## src/rtl/phase_sequencer_if.sv

```systemverilog
// Control inputs and lamp/status outputs of the phase sequencer.
// master drives demand and mode; slave is the sequencer itself.
interface phase_sequencer_if;
  logic       tick;
  logic       req1;
  logic       req2;
  logic       ped_req;
  logic       manual;
  logic       man_sel;
  logic       D1;
  logic       V1;
  logic       X1;
  logic       D2;
  logic       V2;
  logic       X2;
  logic [4:0] cnt;
  logic [2:0] phase;
  logic       ped_walk;

  modport master (
    output tick, req1, req2, ped_req,
    output manual, man_sel,
    input  D1, V1, X1, D2, V2, X2,
    input  cnt, phase, ped_walk
  );

  modport slave (
    input  tick, req1, req2, ped_req,
    input  manual, man_sel,
    output D1, V1, X1, D2, V2, X2,
    output cnt, phase, ped_walk
  );
endinterface

```

## src/rtl/phase_sequencer.sv

```systemverilog
// Two-line traffic phase sequencer: min/max green, yellow, clearance,
// manual override; pedestrian WALK phase when PED_PHASE_EN is defined.
module phase_sequencer #(
  parameter int T_GMIN = 5,
  parameter int T_GMAX = 22,
  parameter int T_YEL  = 2,
  parameter int T_CLR  = 1,
  parameter int T_WALK = 6
) (
  input logic              clk,
  input logic              reset,
  phase_sequencer_if.slave bus
);

  typedef enum logic [2:0] {
    G1   = 3'd0,
    Y1   = 3'd1,
    C1   = 3'd2,
    G2   = 3'd3,
    Y2   = 3'd4,
    C2   = 3'd5,
    WALK = 3'd6
  } state_t;

  localparam logic [4:0] LGMAX = 5'(T_GMAX);
  localparam logic [4:0] LYEL  = 5'(T_YEL);
  localparam logic [4:0] LCLR  = 5'(T_CLR);
  localparam logic [4:0] LWALK = 5'(T_WALK);
  localparam logic [5:0] LGMIN = 6'(T_GMIN);

  // lamp vector order: {D1,V1,X1,D2,V2,X2}
  localparam logic [5:0] LMP_G1 = 6'b001100;
  localparam logic [5:0] LMP_Y1 = 6'b010100;
  localparam logic [5:0] LMP_G2 = 6'b100001;
  localparam logic [5:0] LMP_Y2 = 6'b100010;
  localparam logic [5:0] LMP_RR = 6'b100100;

  function automatic logic [4:0] load_f(input state_t s);
    case (s)
      G1, G2:  load_f = LGMAX;
      Y1, Y2:  load_f = LYEL;
      C1, C2:  load_f = LCLR;
      default: load_f = LWALK;
    endcase
  endfunction

  function automatic logic [5:0] lamp_f(input state_t s);
    case (s)
      G1:      lamp_f = LMP_G1;
      Y1:      lamp_f = LMP_Y1;
      G2:      lamp_f = LMP_G2;
      Y2:      lamp_f = LMP_Y2;
      default: lamp_f = LMP_RR;
    endcase
  endfunction

  state_t     st_q;
  state_t     st_d;
  logic [4:0] tmr_q;
  logic [4:0] tmr_d;
  logic [4:0] cnt_q;
  logic [4:0] cnt_d;
  logic [5:0] lmp_q;
  logic       lg_q;
  logic       lg_d;
  logic       pend_q;
  logic       pend_d;
  logic       walk_q;
  logic       green;
  logic       line;
  logic       opp;
  logic       ped_now;
  logic       hold;
  logic       hold_n;
  logic [5:0] el;

  assign green = (st_q == G1) || (st_q == G2);
  assign line  = (st_q == G2);
  assign opp   = line ? bus.req1 : bus.req2;
  assign hold  = bus.manual && green &&
                 (bus.man_sel == line);
  assign el    = 6'(LGMAX) - {1'b0, tmr_q} + 6'd1;

`ifdef PED_PHASE_EN
  // a request arriving on the deciding cycle still counts
  assign ped_now = pend_q | bus.ped_req;
  assign pend_d  = bus.ped_req |
                   (pend_q & ~((st_d == WALK) &&
                               (st_q != WALK)));
`else
  logic unused_ped;
  assign unused_ped = bus.ped_req;
  assign ped_now    = pend_q;
  assign pend_d     = 1'b0;
`endif

  always_comb begin
    st_d  = st_q;
    tmr_d = tmr_q;
    lg_d  = lg_q;
    if (bus.tick) begin
      if (tmr_q > 5'd1) tmr_d = tmr_q - 5'd1;
      unique case (st_q)
        G1, G2: begin
          if (bus.manual) begin
            if (!hold) st_d = line ? Y2 : Y1;
          end else if (el >= LGMIN &&
                       (opp || ped_now)) begin
            st_d = line ? Y2 : Y1;
          end
        end
        Y1: if (tmr_q == 5'd1) st_d = C1;
        Y2: if (tmr_q == 5'd1) st_d = C2;
        C1, C2: begin
          if (tmr_q == 5'd1) begin
            if (bus.manual)
              st_d = bus.man_sel ? G2 : G1;
            else if (ped_now)
              st_d = WALK;
            else
              st_d = (st_q == C1) ? G2 : G1;
          end
        end
        WALK: if (tmr_q == 5'd1) st_d = lg_q ? G1 : G2;
        default: st_d = G1;
      endcase
    end
    if (st_d != st_q) tmr_d = load_f(st_d);
    // a manually held green keeps its full budget for later
    if (hold) tmr_d = LGMAX;
    if (st_d == G1) lg_d = 1'b0;
    else if (st_d == G2) lg_d = 1'b1;
  end

  assign hold_n = bus.manual &&
                  ((st_d == G1 && !bus.man_sel) ||
                   (st_d == G2 && bus.man_sel));
  assign cnt_d  = hold_n ? 5'd0 : tmr_d;

  always_ff @(posedge clk or posedge reset) begin
    if (reset) begin
      st_q   <= G1;
      tmr_q  <= LGMAX;
      cnt_q  <= LGMAX;
      lmp_q  <= LMP_G1;
      lg_q   <= 1'b0;
      pend_q <= 1'b0;
      walk_q <= 1'b0;
    end else begin
      st_q   <= st_d;
      tmr_q  <= tmr_d;
      cnt_q  <= cnt_d;
      lmp_q  <= lamp_f(st_d);
      lg_q   <= lg_d;
      pend_q <= pend_d;
      walk_q <= (st_d == WALK);
    end
  end

  assign {bus.D1, bus.V1, bus.X1,
          bus.D2, bus.V2, bus.X2} = lmp_q;
  assign bus.cnt      = cnt_q;
  assign bus.phase    = st_q;
  assign bus.ped_walk = walk_q;

endmodule

```

## src/flat_wrapper.sv

```systemverilog
// flat-port wrapper written by rule: the top's interface ports become plain ports
module phase_sequencer_flat 
#(
  parameter int T_GMIN = 5,
  parameter int T_GMAX = 22,
  parameter int T_YEL  = 2,
  parameter int T_CLR  = 1,
  parameter int T_WALK = 6
)
  (clk, reset, bus_tick, bus_req1, bus_req2, bus_ped_req, bus_manual, bus_man_sel, bus_D1, bus_V1, bus_X1, bus_D2, bus_V2, bus_X2, bus_cnt, bus_phase, bus_ped_walk);
  phase_sequencer_if bus_i ();
  input logic clk;
  input logic reset;
  input wire logic [$bits(bus_i.tick)-1:0] bus_tick;
  input wire logic [$bits(bus_i.req1)-1:0] bus_req1;
  input wire logic [$bits(bus_i.req2)-1:0] bus_req2;
  input wire logic [$bits(bus_i.ped_req)-1:0] bus_ped_req;
  input wire logic [$bits(bus_i.manual)-1:0] bus_manual;
  input wire logic [$bits(bus_i.man_sel)-1:0] bus_man_sel;
  output wire logic [$bits(bus_i.D1)-1:0] bus_D1;
  output wire logic [$bits(bus_i.V1)-1:0] bus_V1;
  output wire logic [$bits(bus_i.X1)-1:0] bus_X1;
  output wire logic [$bits(bus_i.D2)-1:0] bus_D2;
  output wire logic [$bits(bus_i.V2)-1:0] bus_V2;
  output wire logic [$bits(bus_i.X2)-1:0] bus_X2;
  output wire logic [$bits(bus_i.cnt)-1:0] bus_cnt;
  output wire logic [$bits(bus_i.phase)-1:0] bus_phase;
  output wire logic [$bits(bus_i.ped_walk)-1:0] bus_ped_walk;
  assign bus_i.tick = bus_tick;
  assign bus_i.req1 = bus_req1;
  assign bus_i.req2 = bus_req2;
  assign bus_i.ped_req = bus_ped_req;
  assign bus_i.manual = bus_manual;
  assign bus_i.man_sel = bus_man_sel;
  assign bus_D1 = bus_i.D1;
  assign bus_V1 = bus_i.V1;
  assign bus_X1 = bus_i.X1;
  assign bus_D2 = bus_i.D2;
  assign bus_V2 = bus_i.V2;
  assign bus_X2 = bus_i.X2;
  assign bus_cnt = bus_i.cnt;
  assign bus_phase = bus_i.phase;
  assign bus_ped_walk = bus_i.ped_walk;
  phase_sequencer #(.T_GMIN(T_GMIN), .T_GMAX(T_GMAX), .T_YEL(T_YEL), .T_CLR(T_CLR), .T_WALK(T_WALK)) u_core (.clk(clk), .reset(reset), .bus(bus_i));
endmodule
```

## config.mk

```make
export PLATFORM = sky130hd
export DESIGN_NAME = phase_sequencer_flat
export DESIGN_NICKNAME = d
export VERILOG_FILES = /design/src/rtl/phase_sequencer_if.sv /design/src/rtl/phase_sequencer.sv /design/src/flat_wrapper.sv
export SDC_FILE = /design/constraint.sdc
export NUM_CORES = 1
export LEC_CHECK = 0
export CAP_MARGIN = 0
export CELL_PAD_IN_SITES_DETAIL_PLACEMENT = 0
export CELL_PAD_IN_SITES_GLOBAL_PLACEMENT = 1
export CORE_UTILIZATION = 45
export CTS_BUF_LIST = sky130_fd_sc_hd__clkbuf_8
export DETAILED_ROUTE_END_ITERATION = 6
export PLACE_DENSITY = 0.84
export SLEW_MARGIN = 25
export SYNTH_ARGS = -nofsm -noshare
export SYNTH_HDL_FRONTEND = slang
export SYNTH_SLANG_ARGS = --single-unit
export TNS_END_PERCENT = 10
```

## constraint.sdc

```tcl
create_clock -name clk -period 4.6 [get_ports clk]
set_clock_uncertainty 0.1 [all_clocks]
set_input_delay 0.46 -clock clk [delete_from_list [all_inputs] [get_ports clk]]
set_output_delay 0.46 -clock clk [all_outputs]
set_load 0.05 [all_outputs]
```

==> results of run 1 <==
per-stage QoR:
step	setup WS, ns	instance area, um2	utilization	power, W
after floorplan	1.89	1380	-	0.000933
after global placement	1.27	1610	0.568	0.00111
after detailed placement	1.24	1610	0.568	0.00112
after CTS	1.49	1650	0.584	0.00124
after global routing	1.27	1650	0.584	0.00133
final	1.49	1650	0.584	0.00124
worst register-to-register path, stage by stage (launching register included):
cell and delay, ns:
dfrtp_1 0.56, and3b_1 0.39, mux2_4 0.33, or4_1 0.47
nand4_1 0.35, or4b_1 0.50, o21ai_2 0.10, a31oi_1 0.09
power breakdown:
group | leakage [nW] | internal [W] | switching, W
Sequential | 0.247 | 0.000294 | 0.0000896
Combinational | 0.428 | 0.000282 | 0.000459
Clock | 0.0269 | 0.0000592 | 0.0000526
Total | 0.702 | 0.000635 | 0.000602
flip-flops by register name, indices dropped and copies added, names as in the netlist:
signal	count
u_core.tmr_q	5
u_core.bus.cnt	5
u_core.lg_q	1
u_core.bus.ped_walk	1
u_core.lmp_q	6
u_core.bus.phase	3
final cells by class:
class	count	area, um2	share of cell area
sequential	21	536	0.324
clock buffer	3	41.3	0.0250
timing repair buffer	21	210	0.127
inverter	11	41.3	0.0250
clock inverter	1	3.75	0.00227
multi-input combinational	113	781	0.473
tap	31	38.8	0.0235
routing by layer:
metal / GRT usage / vias to the layer above / part of all wire
met2: 0.291 / 26 / 0.44
met5: 0 / - / 0
li1: - / 581 / -
met3: 0.0295 / 4 / 0.054
met4: 0.0662 / 0 / 0.013
met1: 0.266 / 547 / 0.49
Yosys cell counts (all sizes together), types with 3 or more instances:
master   n
nor2b    3
buf      3
ha       6
a21oi    9
clkbuf   3
o21ai   11
and3     9
or3      3
nand2   14
nand3    7
nor2    11
dfstp    8
nand2b   3
dfrtp   13
inv     11
kinds of logic (layout without fill, tap and decap cells):
group	Yosys count	after routing	share of synthesized area
AND/OR/NAND/NOR	67	67	0.288
AO/OA/AOI/OAI	36	36	0.193
flip-flops	21	21	0.387
buffers and inverters	17	36	0.0488
adder cells (fa/ha/maj)	6	6	0.0542
XOR/XNOR	3	3	0.0190
multiplexers	1	1	0.0108
worst max-delay path by stage:
| stage | startpoint | end | depth (start not counted) |
|---|---|---|---|
| final | bus_manual | u_core.bus.cnt[2] | 8 |
| after global routing | bus_manual | u_core.bus.cnt[2] | 8 |
| after CTS | bus_manual | u_core.bus.cnt[2] | 8 |
| after detailed placement | bus_manual | u_core.bus.cnt[2] | 8 |
| after global placement | bus_manual | u_core.bus.cnt[2] | 8 |
| after floorplan | u_core.bus.phase[1] | u_core.bus.cnt[4] | 9 |
==> results.md, run 1 <==
* Worst-Margin Slew at 0.735 ns
* Maxcap violations at 0
* Crit Path Max Fanout at 12
* H-tree levels at 1
* Clock-pin slew on the worst setup and hold paths at 0.07 ns
* Num CTS Buffers at 3
* Most frequent cells in the layout: clkdlybuf4s50_1, nand2_1, dfrtp_1
* Share of flip-flops with an asynchronous set or reset at 1.00
* Largest cells by area after synthesis: dfrtp_1, dfstp_2, ha_1
* Worst-Skew Late Latency at roughly 0.25 ns
* Worst setup SP type: input port
* R2R Setup Slk at roughly 1.6 ns
* Slowest CP cell: clkdlybuf4s50_1
* RR Endpoint: u_core.bus.cnt[1]
* Hold Startpoint: u_core.lg_q
* Full die area at roughly 0.0033 mm2
* Fmax at around 0.32 GHz
* Inst Count DP at 197
* Power per cell area at 749 mW/mm2
* Yosys top cell area share at 0.235
* Min cycle time layout at 3.11 ns
* RSZ-0062 raised after global routing: false
* GR Util All Layers at 0.187
* WS Path Type: in -> reg
* RePlAce Congestion at 0.811
* Reg2reg start: u_core.bus.phase[2]
* Remaining global-route overflow at 0
* Crit end category: flop
* Hold_ws at 0.444 ns
* HPWL after DPL at 2140 um
* Warnings from Yosys at 0
* Syn Std Cell Area at 0.00138 mm2
* CP max stage delay at 0.66 ns
* Cell variety after synth at 46
* Tightest Hold Check Type: reg -> reg
* Worst VDD drop at 0.487 mV
* First-pass GRT wire length at around 4900 um
* DRC Markers at 2
* Crit-path leading delay family: simple AND/OR/NAND/NOR gates
* Area Growth Syn to Fin at 19.3%
* Site Rows at 19
* Worst r2r path cells at 7
* Final Net Count at 185
* Ports at 23
* Iteration-0 DRC Markers at 42
* Most used cell, CP: nand4_1
* Wire per inst at 14.2 um
* Yosys reg bits at 21
* Number of synthesized flops with an enable pin at 0
* Via count at 1,158
* Final Slew Violations at 0
* Setup Buffers After CTS at 0
* Setup tns final at 0 ns
* Max transition margin at 0.510
* Post-synthesis sequential area ratio at 0.387
* Lkg Pwr at 0.702 nW
* Worst hold stages at 2
* Final setup fails at 0
* Clk buf depth at 2
* Failing checks: DRC
* Vias in the first global route at 1,092
* Post-cts sizing count at 0
* # diodes at 0
* Largest net degree at the start of global routing at 22
* Ys flop type: dfrtp_1
* CTS Hold Buffers Added at 0
* CP Cell Sequence: clkdlybuf4s50_1 -> or3b_1 -> a32o_1 -> nand4_1 -> nand4_1 -> or3_4 -> a21oi_2 -> nor3_1
* Initial core utilization at 0.489
* CP Buf/Inv Count at 1
* Worst Path Arrival at 3.19 ns
* Initial antenna violation count at 0
* Commonest non-fill, non-tap cell in the layout: clkdlybuf4s50_1
* Routed Antenna Nets at 0
* Via density at about 5.8
* Tcrit/Tclk final at 0.677
* Gate Count Post-Synth at around 150
* Non-filler instance count after layout at 201
* Status: finished, violations left
* Chip Width at 57.5 um
* CTS tree: done
* Layout cells sized above 1 at 0.124
* Avg Cell Area, Syn at 9.16 um2
* Layout fillers at 255
* CTS Root Cell: clkbuf_8
* Post-synth net total at 165
* Hold EP: u_core.lg_q
* Final Hold Viols at 0
* I/O Buffers at 21
* Required @ worst endpoint at 4.68 ns
* Pre-antenna DRT Iters at 6
* Post-Route WL at 2860 um
* Total clock sinks at 21
* Core Box Area at roughly 0.0028 mm2
* DIE HEIGHT at 57.5 um
* Post-synth top area cell: dfrtp_1
Power figures use the tool's default switching activity.
==> run 2: changes to the inputs <==
--- a/config.mk
+++ b/config.mk
@@ -8,10 +8,10 @@
 export CAP_MARGIN = 0
 export CELL_PAD_IN_SITES_DETAIL_PLACEMENT = 0
 export CELL_PAD_IN_SITES_GLOBAL_PLACEMENT = 1
-export CORE_UTILIZATION = 45
+export CORE_UTILIZATION = 37
 export CTS_BUF_LIST = sky130_fd_sc_hd__clkbuf_8
 export DETAILED_ROUTE_END_ITERATION = 6
-export PLACE_DENSITY = 0.84
+export PLACE_DENSITY = 0.74
 export SLEW_MARGIN = 25
 export SYNTH_ARGS = -nofsm -noshare
 export SYNTH_HDL_FRONTEND = slang
==> constraint.sdc (replaced) <==
create_clock -name clk -period 2.7 [get_ports clk]
set_clock_uncertainty 0.1 [all_clocks]
set_input_delay 0.27 -clock clk [delete_from_list [all_inputs] [get_ports clk]]
set_output_delay 0.27 -clock clk [all_outputs]
set_load 0.05 [all_outputs]
==> run 2 against run 1 <==
Compared with the run above:
- the flow now finishes without violations
- count of clock-buffer cells in the layout did not move
- die area rose by 21%
- sequential cell count unchanged
- clock power is 72% higher
- non-clock buffer count increased by 26
- hold slack worse by 0.10 ns
- wire length up 22%
- first-iteration DRC count grew 50%
- sequential power up 61%
- core utilization fell by 3.0 points
- critical path type unchanged
==> results.md, run 2 (synthesis gave the netlist of run 1 again) <==
* Final Slew Violations at 0 (unchanged)
* Reg2reg start: u_core.bus.phase[0]
* Wire per inst at 14.4 um (+1.2%)
* Clock-pin slew on the worst setup and hold paths at 0.07 ns (about the same)
* Worst VDD drop at 0.858 mV (+76%)
* Initial antenna violation count at 0 (unchanged)
* Via density at 5.21 (-9.5%)
* Status: finished, final reports clean
* Pwr Total at 0.00242 W (+95%)
* Tcrit/Tclk final at 0.968
* # diodes at 0 (unchanged)
* Remaining global-route overflow at 0 (unchanged)
* Max transition margin at 0.501 (-0.00856)
* CP Cell Sequence: clkdlybuf4s50_1 -> or3b_1 -> a32o_1 -> a211o_1 -> a22oi_2 -> buf_4 -> o211ai_1 -> and3_1
* Chip Width at 63.2 um (+9.9%)
* DIE HEIGHT at 63.2 um (+9.9%)
* Non-filler instance count after layout at 242 (+20%)
* Full die area at 0.00399 mm2 (+21%)
* Power per cell area at 1260 mW/mm2 (+68%)
* Max reg flops at 6 (unchanged)
* CTS tree: done
* WS Path Type: in -> reg
* First-pass GRT wire length at 5830 um (+20%)
* Commonest non-fill, non-tap cell in the layout: buf_4
* GR Util All Layers at 0.185 (-0.00261)
* Crit-path leading delay family: compound AO/OA/AOI/OAI gates
* Initial core utilization at 0.399 (-0.0902)
* Most frequent cells in the layout: buf_4, clkdlybuf4s50_1, nand2_1
* RePlAce Congestion at 0.819 (+1.1%)
* I/O Buffers at 21 (unchanged)
* Largest net degree at the start of global routing at 22 (unchanged)
* Routed Antenna Nets at 0 (unchanged)
* Total clock sinks at 21 (unchanged)
* Num CTS Buffers at 3 (unchanged)
* Area Growth Syn to Fin at 38.9%
* Hold_ws at 0.343 ns (-0.101 ns)
* Fmax at 0.382 GHz
* Reg with most FFs: u_core.lmp_q
* Worst Path Arrival at 2.66 ns (-0.53 ns)
* HPWL after DPL at 2650 um (+24%)
* Layout cells sized above 1 at 0.296 (+0.172)
* Crit Path Max Fanout at 7 (-5)
* CP max stage delay at 0.61 ns (-0.05 ns)
* R2R Setup Slk at 0.12 ns (-1.51 ns)
* Lkg Pwr at 0.830 nW (+18%)
* Tightest Hold Check Type: in -> async
* Setup tns final at 0 ns (unchanged)
* Worst setup SP type: input port
* Clk buf depth at 2 (unchanged)
* Final Hold Viols at 0 (unchanged)
* Worst-Margin Slew at 0.748 ns (+0.0128 ns)
* Worst-Skew Late Latency at 0.25 ns (about the same)
* Required @ worst endpoint at 2.74 ns (-1.94 ns)
* CTS Root Cell: clkbuf_8
* Final setup fails at 0 (unchanged)
* Pre-antenna DRT Iters at 4 (-2)
* Slowest CP cell: clkdlybuf4s50_1
* DRC Markers at 0 (-2)
* Min cycle time layout at 2.61 ns
* Worst r2r path cells at 8 (+1)
* H-tree levels at 1 (unchanged)
* Via count at 1,262 (+9.0%)
* RR Endpoint: u_core.tmr_q[2]
* Inst Count DP at 236 (+20%)
* Final core occ at 0.554 (-0.0297)
* Final Net Count at 211 (+14%)
* Ports at 23 (unchanged)
* Post-Route WL at 3490 um (+22%)
* Crit end category: flop
* Iteration-0 DRC Markers at 63 (+50%)
* Maxcap violations at 0 (unchanged)
* CP Buf/Inv Count at 2 (+1)
* Site Rows at 21 (+2)
* Vias in the first global route at 1,290 (+18%)
* Core Box Area at 0.00347 mm2 (+23%)
-- run 2: cell count changes in the layout (fill, tap and decap cells not counted), sizes merged --
cell,before,now
buf,0,26
-- run 2: worst max path at each step --
stage	start	end	slack, ns	cells past startpoint
2_1_floorplan	u_core.bus.phase[2]	u_core.bus.cnt[0]	0.05	7
3_3_place_gp	bus_manual	u_core.bus.cnt[0]	-0.06	8
3_5_place_dp	bus_manual	u_core.bus.cnt[1]	-0.14	8
4_1_cts	u_core.tmr_q[1]	u_core.bus.cnt[1]	0.03	9
5_1_grt	u_core.tmr_q[0]	u_core.tmr_q[2]	-0.04	11
6_report	bus_manual	u_core.bus.cnt[0]	0.09	8
-- run 2: power breakdown --
group	switching [W]	internal (W)	leakage, nW
Sequential	0.000113	0.000503	0.244
Combinational	0.000919	0.000688	0.559
Clock	0.0000921	0.000101	0.0269
Total	0.00112	0.00129	0.830
-- run 2: metal layers --
layer | vias up | GRT usage | wire length [um]
li1 | 633 | - | -
met5 | - | 0 | 0
met2 | 19 | 0.317 | 1700
met4 | 0 | 0.0756 | 50
met3 | 4 | 0.0163 | 83
met1 | 606 | 0.236 | 1660
-- run 2: cell type report --
type / instances / area [um2]
Clock buffer: 3 / 41.3
Clock inverter: 1 / 3.75
Fill cell: 328 / 1550
Inverter: 11 / 41.3
Multi-Input combinational cell: 113 / 835
Sequential cell: 21 / 538
Tap cell: 46 / 57.6
Timing Repair Buffer: 47 / 405
-- run 2: timing repair --
| item | 4_1_cts | 5_1_grt |
|---|---|---|
| hold buffers | 0 | 0 |
| buffers inserted | 0 | 3 |
| endpoints found under the setup margin | 0 | 10 |
| gates resized for setup | 0 | 14 |
| endpoints found under the hold margin | 0 | 0 |
-- run 2: through the flow --
| stage | cell area [um2] | setup WS [ns] |
|---|---|---|
| 2_1_floorplan | 1390 | 0.0487 |
| 3_3_place_gp | 1810 | -0.0600 |
| 3_5_place_dp | 1810 | -0.145 |
| 4_1_cts | 1850 | 0.0296 |
| 5_1_grt | 1920 | -0.0356 |
| 6_report | 1920 | 0.0853 |
==> run 3: changes to the inputs <==
--- a/config.mk
+++ b/config.mk
@@ -5,7 +5,7 @@
 export SDC_FILE = /design/constraint.sdc
 export NUM_CORES = 1
 export LEC_CHECK = 0
-export CAP_MARGIN = 0
+export CAP_MARGIN = 20
 export CELL_PAD_IN_SITES_DETAIL_PLACEMENT = 0
 export CELL_PAD_IN_SITES_GLOBAL_PLACEMENT = 1
 export CORE_UTILIZATION = 37
==> results of run 3 <==
The final DEF is identical to that of run 2; final timing and power are the same.
==> RTL edit 1, RTL diff (settings of run 2) <==
The option `PED_PHASE_EN` is turned on by a define.
--- a/src/rtl/phase_sequencer.sv
+++ b/src/rtl/phase_sequencer.sv
@@ -2,2 +2,4 @@
 // manual override; pedestrian WALK phase when PED_PHASE_EN is defined.
+`define PED_PHASE_EN
+
 module phase_sequencer #(
Check against the original RTL: not equivalent (Yosys sat finds a counterexample within 10 cycles, from zero or initial values and one cycle with reset high).
==> RTL edit 1 against run 2 <==
The flow now finishes with violations (setup timing). Sequential power grew 9.6%. Non-clock buffer count grew 19. Clock power grew 20%. Synthesized area grew 6.8%. Wire length is 23% higher. Setup slack got worse by 0.087 ns. Sequential cell count up 1. Power grew 31%. Design area is 16% higher. Worst hold slack better by 0.016 ns. Maximum frequency is 3.2% lower. Critical path type is now flop to flop.
==> RTL edit 1: results <==
{
  "netlist_top_cells_count": "dfrtp_1, inv_1, nand3_1, nor2_1",
  "dp.cells": 262,
  "drt-met1-wl_mm": 1.85,
  "placed_cell_area_sq_um": 2030,
  "violations": "setup timing",
  "syn_nets": 176,
  "first_iter_violations": 49,
  "dp_hpwl_mm": 3.28,
  "setup_ws_ns": -0.00142,
  "ir_drop_mv": 0.576,
  "final.setup.tns_ns": -0.00142,
  "dp_slack_ns": -0.291,
  "synth.area.top_cells": "dfrtp_1, dfstp_2, ha_1, nand3_1, inv_1",
  "reg2reg_depth": 10,
  "cp-endpoint": "u_core.tmr_q[1]",
  "drive_above_1_share_pct": 39.2,
  "outcome": "complete, but fails checks",
  "setup_viol": 1,
  "grt_first_pass_wirelength_mm": 6.90,
  "yosysUniqueCellTypes": 53,
  "crit_start": "u_core.tmr_q[4]",
  "path_delay_family": "simple AND/OR/NAND/NOR gates",
  "place.gp.congestion": 0.901,
  "avgViaCountPerCell": 5.39,
  "arrival_ns": 2.79,
  "wl_met3_um": 137,
  "p_total_mw": 3.17,
  "leakage_nw": 0.932,
  "synth.cell_area_sq_um": 1480,
  "seq_area_frac_synth_pct": 37.9,
  "final-seq-area_sq_um": 564
}
[RTL edit 1: kinds of logic after synthesis]
logic type               synth area share [%]
AND/OR/NAND/NOR                          25.5
AO/OA/AOI/OAI                            22.3
buffers and inverters                    6.86
flip-flops                               37.9
adder cells (fa/ha/maj)                  5.08
XOR/XNOR                                 2.37
[RTL edit 1: layout make-up]
type | count | share of cell area (%)
Clock buffer | 4 | 2.47
Multi-Input combinational cell | 116 | 42.1
Sequential cell | 22 | 25.3
Timing Repair Buffer | 66 | 25.0
Inverter | 14 | 2.36
Tap cell | 48 | 2.70
[RTL edit 1: timing repair]
| action | CTS | global route |
|---|---|---|
| gates resized for setup | 12 | 14 |
| pin swaps | 5 | 10 |
| setup buffers | 3 | 1 |
| setup endpoints to repair | 12 | 13 |
| gates cloned | 0 | 0 |
[RTL edit 1: where the power goes]
part	switching (mW)	internal [mW]	total [mW]
registers	0.141	0.534	0.675
clock network	0.101	0.130	0.231
logic	1.23	1.03	2.26
total	1.47	1.70	3.17
==> RTL edit 2, RTL diff (flow settings as in run 2) <==
Made on the original files. Make the reset (`reset`) synchronous in one clocked block.
--- a/src/rtl/phase_sequencer.sv
+++ b/src/rtl/phase_sequencer.sv
@@ -139,3 +139,3 @@
 
-  always_ff @(posedge clk or posedge reset) begin
+  always_ff @(posedge clk) begin
     if (reset) begin
Function: differs if reset is asserted again (counterexample within 4 cycles, from zero or initial values and one cycle with reset high); with reset held inactive, the same outputs for 10 cycles.
==> RTL edit 2 against run 2 <==
Setup slack worse by 0.014 ns. Non-clock buffer count down 2. Wire length down 4.7%. Synthesized area down 4.6%. Design area down 3.1%. Sequential cell count unchanged. Register-to-register slack worse by 0.05 ns.
Power is not compared: it rests on default switching activity, and its combinational part moved more than twofold at a synthesized area within 25%.
==> RTL edit 2: results <==
{
  "first_iter_violations": 68,
  "dp_slack_ns": -0.0942,
  "grtUsageMet1_pct": 26.1,
  "drt-met1-wl_mm": 1.60,
  "synthFlopType": "dfxtp_1",
  "path_delay_family": "simple AND/OR/NAND/NOR gates",
  "outcome": "complete, no violations",
  "synth.area.top_cells": "dfxtp_1, ha_1, nand2_1, and3_1, nor2_1",
  "instances_no_fill": 243,
  "cts_inserted_buffers": 3,
  "routed_wl_mm": 3.33,
  "cp_slowest_cell": "or3b_4",
  "grt_first_pass_wirelength_mm": 5.17,
  "seq_area_frac_synth_pct": 31.8,
  "avgViaCountPerCell": 5.23,
  "tightest_slew_ns": 0.512,
  "grt_max_degree": 19,
  "path_max_fanout": 4,
  "grt_pass1_vias": 1131,
  "reg2reg_depth": 9,
  "postSynthCellCount": 155,
  "use_met2_pct": 27.5,
  "drive_above_1_share_pct": 26.9,
  "crit_start": "u_core.tmr_q[3]",
  "nets": 212,
  "holdCritPathClass": "flop to flop",
  "placed_cell_area_sq_um": 1730,
  "reg2reg_slack_ns": 0.07,
  "async_flop_share_pct": 0,
  "arrival_ns": 2.65,
  "place.gp.congestion": 0.829,
  "whs_ns": 0.438,
  "syn_nets": 169,
  "wl_met3_um": 88,
  "grt.total_usage_pct": 18.1,
  "netlist_top_cells_count": "dfxtp_1, nand2_1, nor2_1, inv_1, o21ai_0",
  "dp_hpwl_mm": 2.41,
  "wl_met2_mm": 1.61,
  "grt_use_met3_pct": 2.28,
  "max_stage_delay_ns": 0.39,
  "r2r-end": "u_core.bus.cnt[1]"
}
RTL edit 2: worst max path at each step:
stage                         to  slack [ns]  cells after the start
2_1_floorplan    u_core.tmr_q[1]        0.07                     10
4_1_cts        u_core.bus.cnt[2]       0.003                      8
5_1_grt        u_core.bus.cnt[1]       -0.09                      9
3_5_place_dp   u_core.bus.cnt[4]       -0.09                      9
6_report       u_core.bus.cnt[1]        0.07                      9
3_3_place_gp   u_core.bus.cnt[2]       -0.09                      7
RTL edit 2: worst register-to-register path, cell delays in order (launching register included):
cell and delay, ns:
dfxtp_2 0.33, inv_2 0.05, ha_4 0.25, or3b_4 0.39, o211ai_1 0.35, and3_4 0.26
a2111oi_4 0.06, or3b_1 0.38, a21boi_2 0.24, a211oi_2 0.10
RTL edit 2: power groups by stage:
stage	sequential (mW)	combinational, mW	clock, mW
final	0.354	0.281	0.194
after global routing	0.357	0.303	0.207
after CTS	0.351	0.259	0.197
after detailed placement	0.358	0.255	0
after global placement	0.358	0.252	0
after floorplan	0.403	0.114	0
RTL edit 2: logic make-up after synthesis:
logic type      synth area share, %
simple gates                   27.1
flops                          31.8
buf+inv                        4.74
compound gates                 26.4
fa+ha+maj                      5.69
mux                            1.52
xor+xnor                       2.65
RTL edit 2: cell type report:
cell class,instances,area (sq um),share of cell area (%)
Sequential cell,21,425,22.8
Clock inverter,1,3.75,0.201
Timing Repair Buffer,45,390,21.0
Clock buffer,3,41.3,2.22
Tap cell,46,57.6,3.09
Inverter,8,30.0,1.61
Multi-Input combinational cell,119,915,49.1
RTL edit 2: timing repair:
action,4_1_cts,5_1_grt
setup buffers,0,1
gates resized for setup,1,18
cloned,0,1
hold buffers,0,0
setup endpoints to repair,5,13
pin swaps,1,12
